==> config.mk <==
export PLATFORM = sky130hd
export DESIGN_NAME = imem_boot_sequencer
export DESIGN_NICKNAME = d
export VERILOG_FILES = /design/src/rtl/imem_boot_pkg.sv /design/src/rtl/boot_run_timer.sv /design/src/rtl/imem_boot_sequencer.sv
export SDC_FILE = /design/constraint.sdc
export NUM_CORES = 1
export LEC_CHECK = 0
export ABC_AREA = 1
export CAP_MARGIN = 20
export CORE_ASPECT_RATIO = 1.2
export CORE_UTILIZATION = 51
export DETAILED_ROUTE_END_ITERATION = 16
export PLACE_DENSITY = 0.87
export SYNTH_ARGS = -nofsm -noshare
export SYNTH_HDL_FRONTEND = slang
export SYNTH_HIERARCHICAL = 1
export SYNTH_SLANG_ARGS = --single-unit
==> constraint.sdc <==
create_clock -name clk -period 3.92 [get_ports clk]
set_input_delay 0.784 -clock clk [delete_from_list [all_inputs] [get_ports clk]]
set_output_delay 0.784 -clock clk [all_outputs]
set_load 0.01 [all_outputs]
==> src/rtl/imem_boot_pkg.sv <==
// imem_boot_pkg: shared types and constants for the instruction-memory boot sequencer
package imem_boot_pkg;
    localparam int IMEM_DATA_W = 32;
    localparam logic [IMEM_DATA_W-1:0] NOP_WORD = 32'h0;
    typedef enum logic [2:0] {
        S_IDLE,
        S_CLEAR,
        S_LOAD,
        S_PAD,
        S_RUN,
        S_DONE,
        S_ERROR
    } boot_state_e;
endpackage

==> src/rtl/boot_run_timer.sv <==
// boot_run_timer: loadable run-budget down-counter; a zero budget never expires
module boot_run_timer #(
    parameter int RUN_W = 16
) (
    input  logic             clk,
    input  logic             reset,
    input  logic             load,
    input  logic [RUN_W-1:0] budget,
    input  logic             en,
    output logic             expire
);
    logic [RUN_W-1:0] cnt_q, cnt_d;
    // Expire fires during the last budgeted cycle so the caller leaves after exactly budget cycles
    assign expire = en && cnt_q == RUN_W'(1);
    // Reload on a new sequence, otherwise count down while running and park at zero
    always_comb begin
        cnt_d = load ? budget : (en && cnt_q != '0) ? cnt_q - 1'b1 : cnt_q;
    end
    // Counter register
    always_ff @(posedge clk or negedge reset) begin
        if (!reset) cnt_q <= '0;
        else        cnt_q <= cnt_d;
    end
endmodule

==> src/rtl/imem_boot_sequencer.sv <==
// imem_boot_sequencer: clears imem, streams a program in, pads with NOPs, then runs the core for a budget
module imem_boot_sequencer
    import imem_boot_pkg::*;
#(
    parameter int ADDR_W    = 8,
    parameter int PAD_WORDS = 2,
    parameter int RUN_W     = 16
) (
    input  logic                   clk,
    input  logic                   reset,
    input  logic                   start,
    input  logic                   abort,
    input  logic [RUN_W-1:0]       run_cycles,
    input  logic                   load_valid,
    output logic                   load_ready,
    input  logic [IMEM_DATA_W-1:0] load_data,
    input  logic                   load_last,
    output logic [IMEM_DATA_W-1:0] instruction_write,
    output logic [31:0]            write_address,
    output logic                   write_signal,
    output logic                   instruction_reset,
    output logic                   core_reset,
    output logic                   busy,
    output logic                   done,
    output logic                   error,
    output logic [ADDR_W:0]        words_loaded
);
    localparam int PW = $clog2(PAD_WORDS + 2);
    localparam logic [ADDR_W-1:0] ADDR_MAX = '1;

    boot_state_e state_q, state_d;
    logic load_ready_q, load_ready_d, write_signal_q, write_signal_d;
    logic instruction_reset_q, instruction_reset_d, core_reset_q, core_reset_d;
    logic busy_q, busy_d, done_q, done_d, error_q, error_d;
    logic [IMEM_DATA_W-1:0] instruction_write_q, instruction_write_d;
    logic [31:0] write_address_q, write_address_d;
    logic [ADDR_W:0] words_loaded_q, words_loaded_d;
    logic [ADDR_W-1:0] addr_q, addr_d;
    logic [PW-1:0] pad_cnt_q, pad_cnt_d;
    logic accept, hs, pad_wr, pad_end, expire;

    // A word or pad slot is never consumed in the abort cycle
    assign accept  = start && !abort && state_q inside {S_IDLE, S_DONE, S_ERROR};
    assign hs      = load_valid && load_ready_q && !abort;
    assign pad_wr  = state_q == S_PAD && !abort;
    assign pad_end = pad_cnt_q == PW'(PAD_WORDS - 1) || addr_q == ADDR_MAX;

    boot_run_timer #(.RUN_W(RUN_W)) u_timer (
        .clk    (clk),
        .reset  (reset),
        .load   (accept),
        .budget (run_cycles),
        .en     (state_q == S_RUN),
        .expire (expire)
    );

    // State register
    always_ff @(posedge clk or negedge reset) begin
        if (!reset) state_q <= S_IDLE;
        else        state_q <= state_d;
    end

    // Next state: abort beats start; a last word at the top address leaves no room for padding
    always_comb begin
        state_d = state_q;
        if (abort) state_d = S_IDLE;
        else if (accept) state_d = S_CLEAR;
        else begin
            case (state_q)
                S_CLEAR: state_d = S_LOAD;
                S_LOAD:  if (hs) state_d = load_last ? ((PAD_WORDS == 0 || addr_q == ADDR_MAX) ? S_RUN : S_PAD)
                                                     : (addr_q == ADDR_MAX ? S_ERROR : S_LOAD);
                S_PAD:   if (pad_end) state_d = S_RUN;
                S_RUN:   if (expire) state_d = S_DONE;
                default: state_d = state_q;
            endcase
        end
    end

    // Outputs are registered: status follows the next state, writes follow this cycle's handshake
    always_comb begin
        load_ready_d        = state_d == S_LOAD;
        instruction_reset_d = state_d == S_CLEAR;
        core_reset_d        = state_d != S_RUN;
        busy_d              = state_d inside {S_CLEAR, S_LOAD, S_PAD, S_RUN};
        done_d              = state_d == S_DONE;
        error_d             = state_d == S_ERROR;
        write_signal_d      = hs || pad_wr;
        instruction_write_d = hs ? load_data : pad_wr ? NOP_WORD : instruction_write_q;
        write_address_d     = write_signal_d ? 32'(addr_q) : write_address_q;
        addr_d              = accept ? '0 : write_signal_d ? addr_q + 1'b1 : addr_q;
        words_loaded_d      = accept ? '0 : hs ? words_loaded_q + 1'b1 : words_loaded_q;
        pad_cnt_d           = state_q == S_PAD ? pad_cnt_q + 1'b1 : '0;
    end

    // Output and datapath registers
    always_ff @(posedge clk or negedge reset) begin
        if (!reset) begin
            load_ready_q        <= 1'b0;
            instruction_reset_q <= 1'b0;
            core_reset_q        <= 1'b1;
            busy_q              <= 1'b0;
            done_q              <= 1'b0;
            error_q             <= 1'b0;
            write_signal_q      <= 1'b0;
            instruction_write_q <= '0;
            write_address_q     <= '0;
            addr_q              <= '0;
            words_loaded_q      <= '0;
            pad_cnt_q           <= '0;
        end else begin
            load_ready_q        <= load_ready_d;
            instruction_reset_q <= instruction_reset_d;
            core_reset_q        <= core_reset_d;
            busy_q              <= busy_d;
            done_q              <= done_d;
            error_q             <= error_d;
            write_signal_q      <= write_signal_d;
            instruction_write_q <= instruction_write_d;
            write_address_q     <= write_address_d;
            addr_q              <= addr_d;
            words_loaded_q      <= words_loaded_d;
            pad_cnt_q           <= pad_cnt_d;
        end
    end

    assign load_ready        = load_ready_q;
    assign instruction_reset = instruction_reset_q;
    assign core_reset        = core_reset_q;
    assign busy              = busy_q;
    assign done              = done_q;
    assign error             = error_q;
    assign write_signal      = write_signal_q;
    assign instruction_write = instruction_write_q;
    assign write_address     = write_address_q;
    assign words_loaded      = words_loaded_q;
endmodule
# [Yosys cells after proc, flatten, opt, wreduce, memory -nomap -nowiden]
# Cells that the tools add are included.
[totals] ff_bits=85 input_bits=54 output_inout_bits=80
[op_classes] addsub=4 eq_ne=16 mux=18 reduce_logical=18
[op_table] cell="32-bit 2-to-1 mux" count=2
[op_table] cell="16-bit 2-to-1 mux" count=2
[op_table] cell="3-bit 2-to-1 mux" count=8
[op_table] cell="3-bit equality test (second input constant)" count=6
[op_table] cell="9-bit 2-to-1 mux" count=2
[op_table] cell="16-bit by 1-bit equality test with 1-bit output (second input constant)" count=1
[op_table] cell="8-bit 2-to-1 mux" count=2
[op_table] cell="16-bit nonzero test" count=1
[op_table] cell="16-bit by 1-bit subtractor with 16-bit output (second input constant)" count=1
[op_table] cell="3-bit by 2-bit equality test with 1-bit output (second input constant)" count=4
[op_table] cell="3-bit case mux with 4 select lines" count=1
[op_table] cell="9-bit by 1-bit adder with 9-bit output (second input constant)" count=1
[op_table] cell="8-bit by 1-bit adder with 8-bit output (second input constant)" count=1
[op_table] cell="8-bit equality test (second input constant)" count=1
[op_table] cell="2-bit nonzero test" count=4
[op_table] cell="1-bit logical AND" count=7
[op_table] cell="3-bit by 1-bit equality test with 1-bit output (second input constant)" count=2
[op_table] cell="4-bit nonzero test" count=1
[op_table] cell="3-bit logical NOT" count=1
[op_table] cell="3-bit inequality test (second input constant)" count=1
[op_table] cell="3-bit nonzero test" count=1
[op_table] cell="2-bit by 1-bit adder with 2-bit output (second input constant)" count=1
[op_table] cell="2-bit by 1-bit equality test with 1-bit output (second input constant)" count=1
[op_table] cell="1-bit logical OR" count=2
[op_table] cell="other kinds (2)" count=2

# [Logic depth before layout (Yosys ltp)]
[depth] word_depth=9 mapped_depth=14

# [Modules after synthesis]
# The synthesis kept the hierarchy.
[by_module_without_submodules] mod="imem_boot_sequencer" n_inst=1 cells_per_inst=308 area_each_um2=3099.2 seq_area_each_um2=1727.9
[by_module_without_submodules] mod="boot_run_timer" n_inst=1 cells_per_inst=176 area_each_um2=1193.6 seq_area_each_um2=400.4

# [Least setup slack after synthesis]
# Ideal clock, no wire load.
[synth_path] path_type="input to register" start="input start" end="register u_timer.cnt_q[2]" arrival_time_ps=1831 slack_ps=1965 path_stages=10 path_buffers=3 cell_sequence="inv_1 > nor2_1 > nand2_1 > buf_4 > inv_2 > buf_2 > inv_2 > clkbuf_1 > nand3_1 > nand3_1"
[synth_between] elab_chain_len=3
[synth_lines] element="start: declaration" line_no="imem_boot_sequencer.sv:11" source="input logic start,"
[synth_lines] element="1-bit logical AND (*) (2 in series)" line_no="imem_boot_sequencer.sv:43" source="assign accept = start && !abort && state_q inside {S_IDLE, S_DONE, S_ERROR};"
[synth_lines] element="net accept" line_no="imem_boot_sequencer.sv:40" source="logic accept, hs, pad_wr, pad_end, expire;"
[synth_lines] element="16-bit 2-to-1 mux / 2-bit nonzero test (equally long branches)"
[synth_lines] element="end signal: assignment" line_no="boot_run_timer.sv:22" source="else cnt_q <= cnt_d;"
[synth_lines] element="end: declaration" line_no="boot_run_timer.sv:12" source="logic [RUN_W-1:0] cnt_q, cnt_d;"
# The timed path passes the listed nets; every way through them passes the cells marked *.
# A chain may end at the register's enable or synchronous reset.

# [Worst setup path in the final report]
[layout_path] start="input abort" end="register u_timer.cnt_q[6]"
[layout_between] elab_chain_len=4
[layout_lines] element="start: declaration" line_no="imem_boot_sequencer.sv:12" source="input logic abort,"
[layout_lines] element="1-bit logical NOT (*)" line_no="imem_boot_sequencer.sv:43"
[layout_lines] element="1-bit logical AND (*) (2 in series)" line_no="imem_boot_sequencer.sv:43"
[layout_lines] element="net accept" line_no="imem_boot_sequencer.sv:40"
[layout_lines] element="16-bit 2-to-1 mux / 2-bit nonzero test (equally long branches)"
# Marks and branches as above.

==> key figures <==
Run status
  – Result of the run: finished clean

Yosys
  – Post-synthesis sequential area ratio: 49.6%
  – Syn Std Cell Area: around 4300 sq um
  – Synthesized-area fraction occupied by ao, oa, aoi and oai cells: 11.7%
  – Adder-cell share of the synthesized area: between 1 and 1.5%
  – Synth Register Bits: 85
  – Cells after Synth: 484
  – Avg Inst Size Synth: 8.87 sq um
  – Combinational family with the most area after synthesis: simple AND/OR/NAND/NOR gates
  – Mux cell area share after synthesis: less than 1%
  – Synthesized-area fraction occupied by and/or/nand/nor cells: 26.0%
  – Synth warn: 6
  – Post-synthesis share of cell area spent on xor and xnor gates: roughly 1.2%
  – Netlist cell types: between 40 and 50

Layout
  – Syn-to-layout area delta: 30.3%
  – Area of the multi-input gates: 1840 sq um
  – Fin nets: 650
  – Final-layout fill cell count: 624
  – Layout cells sized above 1: between 8 and 9%
  – Number of diodes: 0
  – Register area: 2130 sq um

Critical path
  – Largest fanout of any net on the critical path: 21
  – Type of element capturing the critical path: flop
  – Critical path data required time: 4170 ps
  – Setup slack, reg-to-reg: 1810 ps
  – CP Data Arrival Time: between 2000 and 3000 ps
  – Source of the worst register-to-register timing path: state_q[1]
  – CP Launch Type: input pin
  – Type of the setup path with the least slack: input pin to flop
  – Critical path origin: abort
  – Count of cells along the worst register-to-register path: 10

Timing
  – Unrepaired setup endpoints after global routing: false
  – Shortest clock period the worst path allows after layout: 2410 ps
  – Aggregate negative setup slack: 0 ps
  – Final slew viol count: 0
  – Clock skew: 5.51 ps
  – Relative slew slack: 51.6%
  – Hold Vio Cnt, Final: 0
  – Setup violation total in the final timing report: 0
  – Final worst path period share: 61.5%
  – Slew at the pin closest to its max-slew limit: around 730 ps
  – Upper clock frequency limit: 415 MHz

Floorplanning
  – Die extent in y: roughly 100 microns
  – Number of rows created at floorplan: 36
  – Area of the core: slightly above 8000 sq um
  – Number of top-level pins: 134
  – Initial core utilization: between 50% and 60%
  – DIE AREA: 8790 sq um
  – Die boundary width: 85.8 microns

Power and ir drop
  – Fraction of power consumed by combinational cells: ~42%
  – Post-layout total power: 3.53 mW
  – Peak ir drop on the vdd network: 0.317 mV
  – Static leakage: 2.66 nW
  – Net switching fraction of the power: 37.1%
  – Part of the total power dissipated in sequential elements: between 30% and 40%
  – Cell internal power dissipation: roughly 2.2 mW
  – Clock share of power: 19.0%
  – Net switching power of the design: 1.31 mW
  – Total power divided by cell area: 630 nW/um^2

Clocking
  – Setup fix buffers added after clock tree synthesis: 0
  – Largest buffer count on any clock path: 2
  – Clock sinks: 85
  – Worst skew pair latency: 360 ps
  – Clock slew seen by the registers of the worst setup and hold paths: 80 ps
  – Clock tree from TritonCTS: built
  – Root buf cell: clkbuf_8
  – Post-cts repair resize count: 0
  – CTS Hold Bufs: 0
  – CTS H-Tree Depth: 3
  – TritonCTS Buffers: 9

Placement
  – Gpl congestion: 0.960
  – Final HPWL from detailed placement: 6.89 mm
  – Number of port buffers: ~110

Route
  – Total vias in the final route: 3670
  – Initial detailed-routing violation count: 182
  – DRC errors left: 0
  – First-pass iteration count of the detailed router: 5
  – Total Routed Length: 9.64 mm
  – ANT nets after route: 0
  – Via count normalized by instance count: around 5.2
  – WL per Instance: 13.6 microns

Job
  – Max-Cap Viols: 0

Min path
  – Hold Crit Class: input pin to async pin

Global route
  – Global-route usage over all layers: about 23%
  – Via count of the first global-routing pass: 3246
  – Maximum number of pins on one net before global-route repair: 86
  – Total gr overflow: 0
  – Number of antenna violations at the first check in global routing: 0
  – First-pass GRT wire length: 15.5 mm
## placed cells by master, fill, tap and decap left out, types with 2 or more instances in the layout
cell type          n
nand2_1          115
clkdlybuf4s50_1  108
dfrtp_1           84
nand3_1           48
nor2_1            40
a22o_1            32
inv_1             30
conb_1            24
o21ai_0           18
a21oi_1            9
clkbuf_8           9
nand3b_1           8
nor2_2             7
inv_2              6
nor3_1             6
xor2_1             5
ha_1               5
nand2_2            4
nand3_2            3
o21ai_1            3
buf_4              3
nand4_1            2
clkinv_4           2
bufinv_16          2
clkinv_2           2
nand2_4            2
## registers in the layout (all words and copies together), names as in the netlist
| signal | cells |
|---|---|
| core_reset | 1 |
| write_signal | 1 |
| instruction_reset | 1 |
| u_timer/cnt_q | 16 |
| write_address | 8 |
| error | 1 |
| state_q | 3 |
| load_ready | 1 |
| done | 1 |
| busy | 1 |
| words_loaded | 9 |
| addr_q | 8 |
| instruction_write | 32 |
| pad_cnt_q | 2 |
## kinds of logic (layout without fill, tap and decap cells)
group           count (synthesis)  count (layout)
xor+xnor                        6               6
simple gates                  241             241
buf+inv                        76             165
flops                          85              85
mux                             1               1
other cells                     1              24
compound gates                 69              69
fa+ha+maj                       5               5
## synthesized netlist by cell type, drive strengths merged
cell	number	area (sq um)
xor2	5	43.8
nor2	49	225
a31oi	1	6.26
dfstp	1	26.3
o21ai	23	130
buf	36	262
inv	37	141
ha	5	62.6
nand4	2	12.5
nand3	52	288
a21oi	9	45.0
nand2	121	479
conb	1	3.75
dfrtp	84	2100
clkbuf	3	11.3
xnor2	1	8.76
nand3b	8	60.1
o21bai	2	26.3
nor3	7	40.0
or2	1	6.26
nor4	1	6.26
a22o	32	280
mux2	1	11.3
o21a	1	7.51
o211ai	1	7.51
## stage by stage
stage                     setup WS [ps]  util (%)  cell area [sq um]  hold WS (ps)  std cells
after floorplan                    1960         -               4380           410        507
after CTS                          1520      68.3               5570           442        709
after global routing               1370      68.6               5600           335        710
after global placement             1170      65.7               5350           421        693
final                              1510      68.6               5600           331        710
after detailed placement           1140      65.7               5350           430        693
## power by group through the flow
stage,combinational (mW),sequential [mW],clock (mW)
2_1_floorplan,0.842,1.43,0
3_3_place_gp,1.42,1.36,0
3_5_place_dp,1.48,1.38,0
4_1_cts,1.49,1.36,0.684
5_1_grt,1.65,1.40,0.721
6_report,1.49,1.37,0.671
## path summary, 6_finish.rpt
| kind | to |
|---|---|
| worst min register to register | pad_cnt_q[0] |
| worst max register to register | u_timer/cnt_q[6] |
| worst max-delay path | u_timer/cnt_q[6] |
| max in group asynchronous | core_reset |
| worst min-delay path | instruction_write[11] |
| min in group clk | pad_cnt_q[0] |
## per-layer routing
layer | track usage [%] | up-vias | wire length [microns]
li1 | - | 1773 | -
met1 | 28.9 | 1710 | 3950
met2 | 37.7 | 168 | 4710
met3 | 4.72 | 19 | 785
met4 | 9.36 | 0 | 193
met5 | 0 | - | 0
## final cells by class
class	instances	share of cell area [%]
Multi-Input combinational cell	346	32.8
Clock inverter	6	1.57
Timing Repair Buffer	112	20.2
Inverter	37	2.53
Sequential cell	85	38.0
Clock buffer	10	2.28
Tap cell	114	2.55
## critical path, cell delays in order
cell and delay [ps]:
clkdlybuf4s50_1 520, nor2_1 180, nand2_1 60, buf_4 200, inv_2 280, inv_2 240
or2_1 260, nand3_1 80, nand2_1 50
Note: power is estimated with default switching activity, not from simulation.
